### src/rtl/mips_pkg.sv
// Shared MIPS datapath constants: default widths and immediate-extension modes.
package mips_pkg;

    localparam int unsigned DATA_W = 32;
    localparam int unsigned IMM_W  = 16;

    localparam logic [1:0] EXT_SIGN    = 2'b00;
    localparam logic [1:0] EXT_ZERO    = 2'b01;
    localparam logic [1:0] EXT_UPPER   = 2'b10;
    localparam logic [1:0] EXT_ILLEGAL = 2'b11;

endpackage

### src/rtl/imm_extender.sv
// Combinational immediate extender (sign / zero / upper); shared with the branch-target path.
module imm_extender #(
    parameter int unsigned DATA_W = mips_pkg::DATA_W,
    parameter int unsigned IMM_W  = mips_pkg::IMM_W
) (
    input  logic [IMM_W-1:0]  i_imm,
    input  logic [1:0]        i_mode,
    output logic [DATA_W-1:0] o_ext_c,
    output logic              o_err_c
);
    import mips_pkg::*;

    logic [DATA_W-1:0] w_sign;
    logic [DATA_W-1:0] w_zero;
    logic [DATA_W-1:0] w_upper;

    // No padding exists when the immediate already spans the datapath.
    generate
        if (IMM_W == DATA_W) begin : g_full
            assign w_sign  = i_imm;
            assign w_zero  = i_imm;
            assign w_upper = i_imm;
        end else begin : g_pad
            localparam int unsigned PAD_W = DATA_W - IMM_W;
            assign w_sign  = {{PAD_W{i_imm[IMM_W-1]}}, i_imm};
            assign w_zero  = {{PAD_W{1'b0}}, i_imm};
            assign w_upper = {i_imm, {PAD_W{1'b0}}};
        end
    endgenerate

    always_comb begin
        o_ext_c = w_zero;
        o_err_c = 1'b0;
        case (i_mode)
            EXT_SIGN:  o_ext_c = w_sign;
            EXT_ZERO:  o_ext_c = w_zero;
            EXT_UPPER: o_ext_c = w_upper;
            default:   o_err_c = 1'b1;
        endcase
    end

endmodule

### src/rtl/alu_operand_stage.sv
// ALU operand-preparation stage: immediate extension, B-operand select and a
// valid/ready output register backed by a one-entry skid buffer.
module alu_operand_stage #(
    parameter int unsigned DATA_W = mips_pkg::DATA_W,
    parameter int unsigned IMM_W  = mips_pkg::IMM_W
) (
    input  logic              clk,
    input  logic              reset,
    input  logic              in_valid,
    output logic              in_ready,
    input  logic [DATA_W-1:0] in_rs,
    input  logic [DATA_W-1:0] in_rt,
    input  logic [IMM_W-1:0]  in_imm,
    input  logic [1:0]        in_ext_mode,
    input  logic              in_src_sel,
    output logic              out_valid,
    input  logic              out_ready,
    output logic [DATA_W-1:0] out_a,
    output logic [DATA_W-1:0] out_b,
    output logic [DATA_W-1:0] out_imm_ext,
    output logic              out_err
);
    import mips_pkg::*;

    // State is {skid_valid, main_valid}; 2'b10 cannot occur.
    localparam logic [1:0] ST_EMPTY = 2'b00;
    localparam logic [1:0] ST_ONE   = 2'b01;
    localparam logic [1:0] ST_FULL  = 2'b11;

    logic [1:0]        r_state;
    logic              r_in_ready;
    logic [DATA_W-1:0] r_main_a, r_main_b, r_main_imm;
    logic              r_main_err;
    logic [DATA_W-1:0] r_skid_a, r_skid_b, r_skid_imm;
    logic              r_skid_err;

    logic [DATA_W-1:0] w_ext;
    logic              w_ext_err;
    logic [DATA_W-1:0] w_new_b;
    logic              w_accept;
    logic              w_consume;
    logic [1:0]        w_nxt_state;
    logic              w_load_main_new;
    logic              w_load_main_skid;
    logic              w_load_skid;

    imm_extender #(
        .DATA_W (DATA_W),
        .IMM_W  (IMM_W)
    ) u_imm_extender (
        .i_imm   (in_imm),
        .i_mode  (in_ext_mode),
        .o_ext_c (w_ext),
        .o_err_c (w_ext_err)
    );

    assign w_new_b   = in_src_sel ? w_ext : in_rt;
    assign w_accept  = in_valid && r_in_ready;
    assign w_consume = r_state[0] && out_ready;

    always_comb begin
        w_nxt_state      = r_state;
        w_load_main_new  = 1'b0;
        w_load_main_skid = 1'b0;
        w_load_skid      = 1'b0;
        case (r_state)
            ST_EMPTY: begin
                if (w_accept) begin
                    w_nxt_state     = ST_ONE;
                    w_load_main_new = 1'b1;
                end
            end
            ST_ONE: begin
                if (w_accept && w_consume) begin
                    w_load_main_new = 1'b1;
                end else if (w_accept) begin
                    w_nxt_state = ST_FULL;
                    w_load_skid = 1'b1;
                end else if (w_consume) begin
                    w_nxt_state = ST_EMPTY;
                end
            end
            ST_FULL: begin
                if (w_consume) begin
                    w_nxt_state      = ST_ONE;
                    w_load_main_skid = 1'b1;
                end
            end
            default: w_nxt_state = ST_EMPTY;
        endcase
    end

    // in_ready is registered from the next state, so out_ready never reaches it combinationally.
    always_ff @(posedge clk) begin
        if (reset) begin
            r_state    <= ST_EMPTY;
            r_in_ready <= 1'b1;
            r_main_a   <= '0;
            r_main_b   <= '0;
            r_main_imm <= '0;
            r_main_err <= 1'b0;
            r_skid_a   <= '0;
            r_skid_b   <= '0;
            r_skid_imm <= '0;
            r_skid_err <= 1'b0;
        end else begin
            r_state    <= w_nxt_state;
            r_in_ready <= (w_nxt_state != ST_FULL);
            if (w_load_main_new) begin
                r_main_a   <= in_rs;
                r_main_b   <= w_new_b;
                r_main_imm <= w_ext;
                r_main_err <= w_ext_err;
            end else if (w_load_main_skid) begin
                r_main_a   <= r_skid_a;
                r_main_b   <= r_skid_b;
                r_main_imm <= r_skid_imm;
                r_main_err <= r_skid_err;
            end
            if (w_load_skid) begin
                r_skid_a   <= in_rs;
                r_skid_b   <= w_new_b;
                r_skid_imm <= w_ext;
                r_skid_err <= w_ext_err;
            end
        end
    end

    assign in_ready    = r_in_ready;
    assign out_valid   = r_state[0];
    assign out_a       = r_main_a;
    assign out_b       = r_main_b;
    assign out_imm_ext = r_main_imm;
    assign out_err     = r_main_err;

endmodule

### config.mk
export PLATFORM = sky130hd
export DESIGN_NAME = alu_operand_stage
export DESIGN_NICKNAME = d
export VERILOG_FILES = /design/src/rtl/mips_pkg.sv /design/src/rtl/imm_extender.sv /design/src/rtl/alu_operand_stage.sv
export SDC_FILE = /design/constraint.sdc
export NUM_CORES = 1
export LEC_CHECK = 0
export ABC_AREA = 0
export BUFFER_PORTS_ARGS = -buffer_cell sky130_fd_sc_hd__clkbuf_2
export CORE_MARGIN = 2
export CORE_UTILIZATION = 59
export CTS_CLUSTER_SIZE = 10
export DETAILED_ROUTE_END_ITERATION = 12
export PLACE_DENSITY = 0.85
export REMOVE_ABC_BUFFERS = 1
export SETUP_SLACK_MARGIN = 0.3
export SLEW_MARGIN = 20
export SYNTH_ARGS = -nofsm -noshare
export SYNTH_HDL_FRONTEND = slang
export SYNTH_SLANG_ARGS = --single-unit
### constraint.sdc
create_clock -name clk -period 4.05 [get_ports clk]
set_input_delay 0.2025 -clock clk [delete_from_list [all_inputs] [get_ports clk]]
set_output_delay 0.2025 -clock clk [all_outputs]
set_load 0.05 [all_outputs]
Yosys cells after proc, flatten, opt, wreduce, memory -nomap -nowiden
Cells that the tools add are included.
- memories kept: 0
- input bits: 87
- RAM bits: 0
- register bits after elaboration: 197
- output and inout port bits: 99
- logic and storage cells: 46
- ROM bits: 0
- latch bits: 0
- shift operators: 0
- eq/ne operators: 5
- reductions and logical operators: 7
- bitwise operators: 0
- $mul: 0
- mux-type cells: 24
- order comparisons: 0
- div/mod/pow operators: 0
- add/sub/neg operators: 0
- operator list (cell ; number):
    $mux 32 ; 7
    $pmux 32 s2 ; 1
    $mux 2 ; 5
    $mux 1 ; 9
    $pmux 2 s3 ; 1
    $eq 2x1->1 const B ; 2
    $eq 2x2->1 const B ; 2
    $logic_not 2->1 ; 2
    $logic_and 1x1->1 ; 3
    $reduce_or 3->1 ; 1
    $ne 2x2->1 const B ; 1
    $pmux 1 s2 ; 1
    $reduce_bool 2->1 ; 1

Depth between registers and ports, before layout
Gate-level depths: netlist of run 1.
- depth in word-level cells: 6
- gate-level depth with buffers: 7
- mapped depth without buffers: 4

Cells and area by module
A second synthesis of run 1 with hierarchy kept.
- cells, all modules: 1003
- area total of the unflattened synthesis: 8928.6 um^2
- by module, submodules not included (module ; seq. area each (um^2) ; area each (um^2) ; instances ; cells an instance):
    alu_operand_stage ; 3943.8 ; 8557.0 ; 1 ; 947
    imm_extender ; 0.0 ; 371.6 ; 1 ; 56

Worst setup path before layout of run 1
Ideal clock, no wire load.
- path kind: reg2reg
- start point: reg r_in_ready, in the netlist in_ready
- end point: reg r_main_b[21], in the netlist out_b[21]
- required time: 3.976 ns
- arrival: 1.680 ns
- stages on the path, launching flop included: 7
- setup time: 0.074 ns
- period minus slack after synthesis: 1.754 ns
- path buffers: 3
- path slack: 2.296 ns
- path through: dfxtp_1 buf_4 nand3b_4 or3_1 buf_2 buf_6 o22ai_2
- word-level cells in the longest chain between the ends: 5
- elaborated cells on any way between the ends: 7
- those cells by class: mux (4); reduce/logical (3)
- RTL lines (element ; RTL line ; RTL):
    start: declaration ; alu_operand_stage.sv:31 ; logic r_in_ready;
    start signal: assignment ; alu_operand_stage.sv:108 ; r_in_ready <= (w_nxt_state != ST_FULL);
    $logic_and 1x1->1 * ; alu_operand_stage.sv:58 ; assign w_accept = in_valid && r_in_ready;
    $logic_and 1x1->1 ; alu_operand_stage.sv:74 ; if (w_accept && w_consume) begin
    $mux 1 ; alu_operand_stage.sv:74 ;
    $pmux 1 s2 * ; alu_operand_stage.sv:66 ; case (r_state)
    $mux 32 / $reduce_bool 2->1 (equally long branches) ; -- ;
    end signal: assignment ; alu_operand_stage.sv:111 ; r_main_b <= w_new_b;
    end signal: assignment ; alu_operand_stage.sv:116 ; r_main_b <= r_skid_b;
    end: declaration ; alu_operand_stage.sv:32 ; logic [DATA_W-1:0] r_main_a, r_main_b, r_main_imm;
Mark *: on every way between the ends. The rest lies on a longest branch, timed or not.
A chain may end at the register's enable or synchronous reset.

Worst setup path after layout of run 1
- start point: reg r_state[1]
- end point: reg r_skid_imm[26]
- word-level cells in the longest chain between the ends: 2
- RTL lines (element ; RTL line ; RTL):
    start: declaration ; alu_operand_stage.sv:30 ; logic [1:0] r_state;
    start signal: assignment ; alu_operand_stage.sv:107 ; r_state <= w_nxt_state;
    $eq 2x1->1 ; alu_operand_stage.sv:66 ;
    $mux 1 ; alu_operand_stage.sv:66 ;
    end signal: assignment ; alu_operand_stage.sv:123 ; r_skid_imm <= w_ext;
    end: declaration ; alu_operand_stage.sv:34 ; logic [DATA_W-1:0] r_skid_a, r_skid_b, r_skid_imm;
No other way between the ends.

==> metrics.txt, run 1 <==
Final setup viols 0; Post-synth top cells 291 x nand2_1, 197 x dfxtp_1, 154 x a21oi_1; ANT nets after route 0; CTS sink cnt around 200; critical path's largest stage delay roughly 0.76 ns; CTS Hold Bufs 7; Max Slew Vio Count 0; clock share of power between 30% and 40%; Fmax 0.3535 GHz; area leader, netlist dfxtp_1; Metal-1 WL a little under 10000 µm; GR Overflow Total 0; Util after Layout between 60% and 70%; met3 wire length 1740 µm; Area growth, synth to finish 15.82%; I/O Buffers 185; CORE AREA between 10000 and 15000 µm²; Critical Path Sink Type register; RSZ-0062 raised after global routing no; TritonCTS clock tree done; metal2 WL about 11000 µm; Routed WL approximately 23000 µm; post_cts resized 0; crit-path max FO 82; ranking of synthesized cells by area dfxtp_1 46%, nand2_1 13%, a21oi_1 8.9%; Cells after DPL between 1k and 1.5k; synthesized area per cell ~8.4 µm²; Cells after Synth between 1k and 1.5k; Total Die Area around 16000 µm²; CP required roughly 4.4 ns; gpl congestion just under 0.8; Cell Rows 44; Worst EP arrival 3.18 ns; fin crit period about 2.8 ns; Skew-Pair Late Insertion Delay roughly 0.44 ns; Clk pin slew, worst setup/hold paths 0.07 ns; Synth Warn # 0; worst-margin pin slew 0.9796 ns; EDFF count, synth 0; relative slew slack between 30% and 40%; setup slack at placement 1.337 ns; internal power approximately 3.2 mW; Avg Vias per Cell between 5 and 6; area occupied by multi-input gates 4096 µm²; Leak Pwr 3.911 nW; layout cells sized above 1 around a quarter; number of global-route vias before repair between 7k and 8k; die width ~130 µm; worst setup margin ~1.2 ns; fraction of registers with async set/reset 0%; largest net degree at the start of global routing between 90 and 100; global-route wire length before repair roughly 36000 µm; MaxCap Viol Count 0; Bufs on Longest Clock Path 2; critical-path cell list buf_4 > and3b_1 > nand2_4 > nand2_1 > a21oi_1; Crit Path Class reg -> reg; wire per inst 16.85 µm; DR top layer met4; final worst-path cycle share ~70%; class of the worst hold path in -> reg; Initial DRC Count 859; Switching Share between 20% and 30%; H-tree depth 4; Starting Density between 50% and 60%; Synth Register Bits 197; # nets final approximately 1.2k; post-synthesis sequential area ratio 45.62%; Register Area a little under 4000 µm²; P_sw between 1 and 1.5 mW; Die Y 125.0 µm; Fillers 1229; Clock Skews roughly 0.0074 ns; via count roughly 7.9k; CTS Buf Count 17; initial antenna violation count 1; Main synth FF type dfxtp_1; Unique masters post-synth 41; Detailed Place HPWL between 10000 and 15000 µm; clock root cell clkbuf_16; status complete, no violations; Power Dens Cells approximately 450 nW/µm²; worst vdd ir a little over 0.3 mV; # Post-CTS Setup Buffers 0; Seq pwr share 46.2%; Remaining DRCs 0; io pins about 190; gr usage total about 28%; mapped cell area between 8000 and 9000 µm²; top cell type's share of synthesized area a little under half; CP max-delay cell nand2_4; Layout Cells excl Fill approximately 1.4k; first-pass iteration count of the detailed router 5; Hold Fails Final Rpt 0; combinational share of power between 10% and 20%; most frequent cell after synthesis nand2_1; CP startpoint kind register
-- cells by family after synthesis --
| group | Yosys count | synth area share, % |
|---|---|---|
| AND/OR/NAND/NOR | 390 | 19.40 |
| AO/OA/AOI/OAI | 309 | 25.97 |
| flip-flops | 197 | 45.62 |
| buffers and inverters | 120 | 7.150 |
| multiplexers | 16 | 1.867 |
-- final timing paths --
| kind | from | end | slack, ns | depth (start not counted) |
|---|---|---|---|---|
| worst max-delay path | r_state[1] | r_skid_imm[26] | 1.22 | 5 |
| worst min-delay path | in_rs[28] | r_skid_a[28] | 0.009 | 3 |
| worst max register to register | r_state[1] | r_skid_imm[26] | 1.22 | 5 |
| worst min register to register | out_a[18] | out_a[18] | 0.45 | 2 |
-- layout by cell type (no fill, tap or decap), types with 2 or more instances in the layout --
| cell | instances |
|---|---|
| a211oi_1 | 15 |
| a21oi_1 | 154 |
| a21oi_2 | 2 |
| a21oi_4 | 8 |
| a222oi_1 | 2 |
| a22oi_1 | 31 |
| a311oi_2 | 15 |
| and2_1 | 16 |
| and3_1 | 33 |
| buf_4 | 12 |
| bufinv_16 | 2 |
| clkbuf_1 | 4 |
| clkbuf_16 | 17 |
| clkbuf_2 | 184 |
| clkbuf_8 | 3 |
| clkinv_2 | 4 |
| dfxtp_1 | 197 |
| dlygate4sd3_1 | 7 |
| inv_1 | 18 |
| mux2i_1 | 15 |
| nand2_1 | 291 |
| nand2b_1 | 2 |
| nor2_1 | 32 |
| nor2_4 | 2 |
| nor2b_1 | 2 |
| o221ai_1 | 43 |
| o221ai_2 | 5 |
| o22ai_1 | 21 |
| o22ai_2 | 10 |
| or3_1 | 2 |
-- registers in the layout, indices dropped and copies added, names as in the netlist --
name,flops
r_skid_b,32
r_state,2
out_a,32
out_err,1
in_ready,1
r_skid_err,1
r_skid_imm,32
r_skid_a,32
out_imm_ext,32
out_b,32
-- critical path: cells and delay by family, from the launching register on --
family	cells	cell delay, ns
AOI/OAI and AO/OA	1	0.21
buffers and inverters	1	0.39
and+or+nand+nor	3	1.39
DFF	1	0.67
-- cell type report --
class	instances	share of cell area, %
antenna	1	0.02499
clock buffer	24	4.811
clock inverter	8	0.9748
inverter	18	0.6748
multi-input combinational	715	40.91
sequential	197	39.39
tap	184	2.299
timing repair buffer	204	10.91
-- per-stage QoR --
stage / power [mW] / area [µm²] / setup TNS [ns] / hold slack [ns]
finish: 4.480 / 10010 / 0 / 0.009118
global placement: 2.824 / 9359 / 0 / 0.4379
detailed placement: 2.836 / 9359 / 0 / 0.4459
CTS: 4.490 / 10010 / 0 / 0.002550
floorplan: 2.581 / 8094 / -5.524 / 0.2704
global route: 4.631 / 10010 / 0 / 0.009517
-- power groups by stage --
stage | combinational (mW) | clock, mW | sequential [mW]
2_1_floorplan | 0.276 | 0 | 2.31
3_3_place_gp | 0.715 | 0 | 2.11
3_5_place_dp | 0.726 | 0 | 2.11
4_1_cts | 0.735 | 1.69 | 2.07
5_1_grt | 0.785 | 1.77 | 2.08
6_report | 0.738 | 1.67 | 2.07
-- layer usage --
layer  GRT usage, %  up-vias
li1               -     3837
met1          37.92     3712
met2          45.68      328
met3          5.135       45
met4          9.542        0
met5              0        -
Power figures use the tool's default switching activity.
==> run 2: changes to the inputs <==
Settings changed: CORE_UTILIZATION 59 to 49, PLACE_DENSITY 0.85 to 0.76.
Clock period 4.05 ns to 2.35 ns, I/O delays scaled along.
==> run 2 against run 1 <==
  * First-iteration DRC count down 24%
  * Hold slack improved by 0.0020 ns
  * Global-route usage fell by 1.7 points
  * Clock-buffer cell count is 1 lower
  * Clock power is 80% higher
  * Critical path depth decreased by 1
  * Total power grew 77%
==> metrics.txt, run 2 (synthesis gave the netlist of run 1 again) <==
WHS Path Cells 3; critical path's largest stage delay approximately 0.66 ns; P_sw 2.280 mW; CP required around 2.7 ns; metal2 WL approximately 12000 µm; # nets final 1296; fin crit period 1.895 ns; RSZ-0062 raised after global routing no; most frequent cells in the layout 291 x nand2_1, 197 x dfxtp_1, 184 x clkbuf_2; wire per inst 17.31 µm; Area growth, synth to finish 23.23%; initial antenna violation count 0; Avg Vias per Cell 5.598; gpl congestion 0.7763; combinational share of power 17.4%; worst reg-to-reg path cell count 4; global-route wire length before repair just under 40000 µm; Clock Skews around 0.0063 ns; Pwr Total 7.948 mW; FF-to-FF End out_imm_ext[15]; I/O Buffers 185; setup tns final 0 ns; internal power ~5.7 mW; CP startpoint kind register; relative slew slack 43.19%; Critical Path Sink Type register; first-pass iteration count of the detailed router 5; Cells after DPL 1367; Seq pwr share about 45%; Bufs on Longest Clock Path 2; largest net degree at the start of global routing 105; H-tree depth 4; flop2flop setup slack 0.46 ns; Skew-Pair Late Insertion Delay between 0.4 and 0.5 ns; Layout Cells excl Fill ~1.4k; Worst EP arrival between 2 and 2.5 ns; worst-margin pin slew around 0.85 ns; Power Dens Cells roughly 750 nW/µm²; # diodes 0; via count around 8k; Cell Rows 48; layout cells sized above 1 about 24%; setup slack at placement 0.3861 ns; Switching Share about 29%; MaxCap Viol Count 0; Initial DRC Count 650; Metal-1 WL around 10000 µm; TritonCTS clock tree done; Detailed Place HPWL between 15000 and 20000 µm; Finished Cell Area ~11000 µm²; GR Overflow Total 0; CTS Buf Count 17; Die Y approximately 140 µm; CP Buf/Inv Count 0; ANT nets after route 0; critical-path cell list a21o_4 > and3_2 > o221ai_2 > a21oi_1; io pins approximately 190; Total Die Area about 19000 µm²; worst vdd ir between 0.5 and 0.6 mV; die width approximately 140 µm; Area after DPL 9585 µm²; reg2reg start in_ready; Hold Fails Final Rpt 0; final worst-path cycle share approximately four fifths; status complete, no violations; met3 wire length 2104 µm; number of global-route vias before repair 7694; CTS sink cnt around 200; class of the worst hold path in -> reg; worst setup margin 0.4555 ns; CORE AREA about 17000 µm²; hold endpoint out_b[27]; Crit Path Class reg -> reg; Clk pin slew, worst setup/hold paths 0.07 ns; Util after Layout about three fifths; most common cell after layout, fill and taps aside nand2_1; Starting Density 49.98%; CP delay by family, top simple AND/OR/NAND/NOR gates; Min Hold Slack around 0.011 ns; CP max-delay cell and3_2; Fmax 0.5278 GHz; clock share of power 37.7%; min-delay src in_rt[27]; crit-path max FO 23; Routed WL 25030 µm; Remaining DRCs 0; clock root cell clkbuf_16; Max Slew Vio Count 0; gr usage total a little over a quarter; DR top layer met4; Leak Pwr approximately 4.2 nW; Final setup viols 0
## run 2: cell count changes in the layout (fill, tap and decap cells not counted), moves of 2 or more
cell           previous run  this run
clkinv_2                  4         2
dlygate4sd3_1             7        42
clkinvlp_4                0         2
buf_12                    0         5
buf_4                    12        27
## run 2: layout make-up
cell class              instances  area [µm²]
multi-input cells             716        4103
inverters                      18       67.56
well taps                     225       281.5
clock buffers                  23       478.0
repair buffers                259        1655
clock inverters                 8       123.9
flip-flops and latches        197        3944
fillers                      1502        6644
## run 2: worst max-delay path by stage
stage	start	endpoint	slack [ns]	depth (start not counted)
2_1_floorplan	in_ready	r_skid_b[16]	-1.82	3
3_3_place_gp	in_ready	out_a[6]	0.52	5
3_5_place_dp	in_ready	out_a[27]	0.39	5
4_1_cts	in_ready	out_a[27]	0.35	5
5_1_grt	in_ready	out_imm_ext[26]	0.32	4
6_report	in_ready	out_imm_ext[15]	0.46	4
## run 2: metal layers
layer / GRT usage [%] / up-vias
li1: - / 3938
met1: 32.69 / 3798
met2: 45.69 / 333
met3: 6.778 / 25
met4: 6.644 / 0
met5: 0 / -
## run 2: power groups by stage
stage                     Clock [mW]  Combinational (mW)  Sequential [mW]
after floorplan                    0               0.475             3.97
final                           3.00                1.39             3.56
after global routing            3.18                1.48             3.58
after detailed placement           0                1.30             3.64
after CTS                       3.05                1.37             3.56
after global placement             0                1.29             3.63
## run 2: what timing repair did
action / CTS / global route
setup endpoints to repair: 0 / 24
gates resized for setup: 0 / 0
hold buffers: 42 / 0
hold endpoints to repair: 42 / 0
buffers inserted: 0 / 5
## run 2: tightest hold or removal path, stage by stage
cell and delay (ns):
clkbuf_2 0.08, mux2i_1 0.09, o22ai_2 0.11
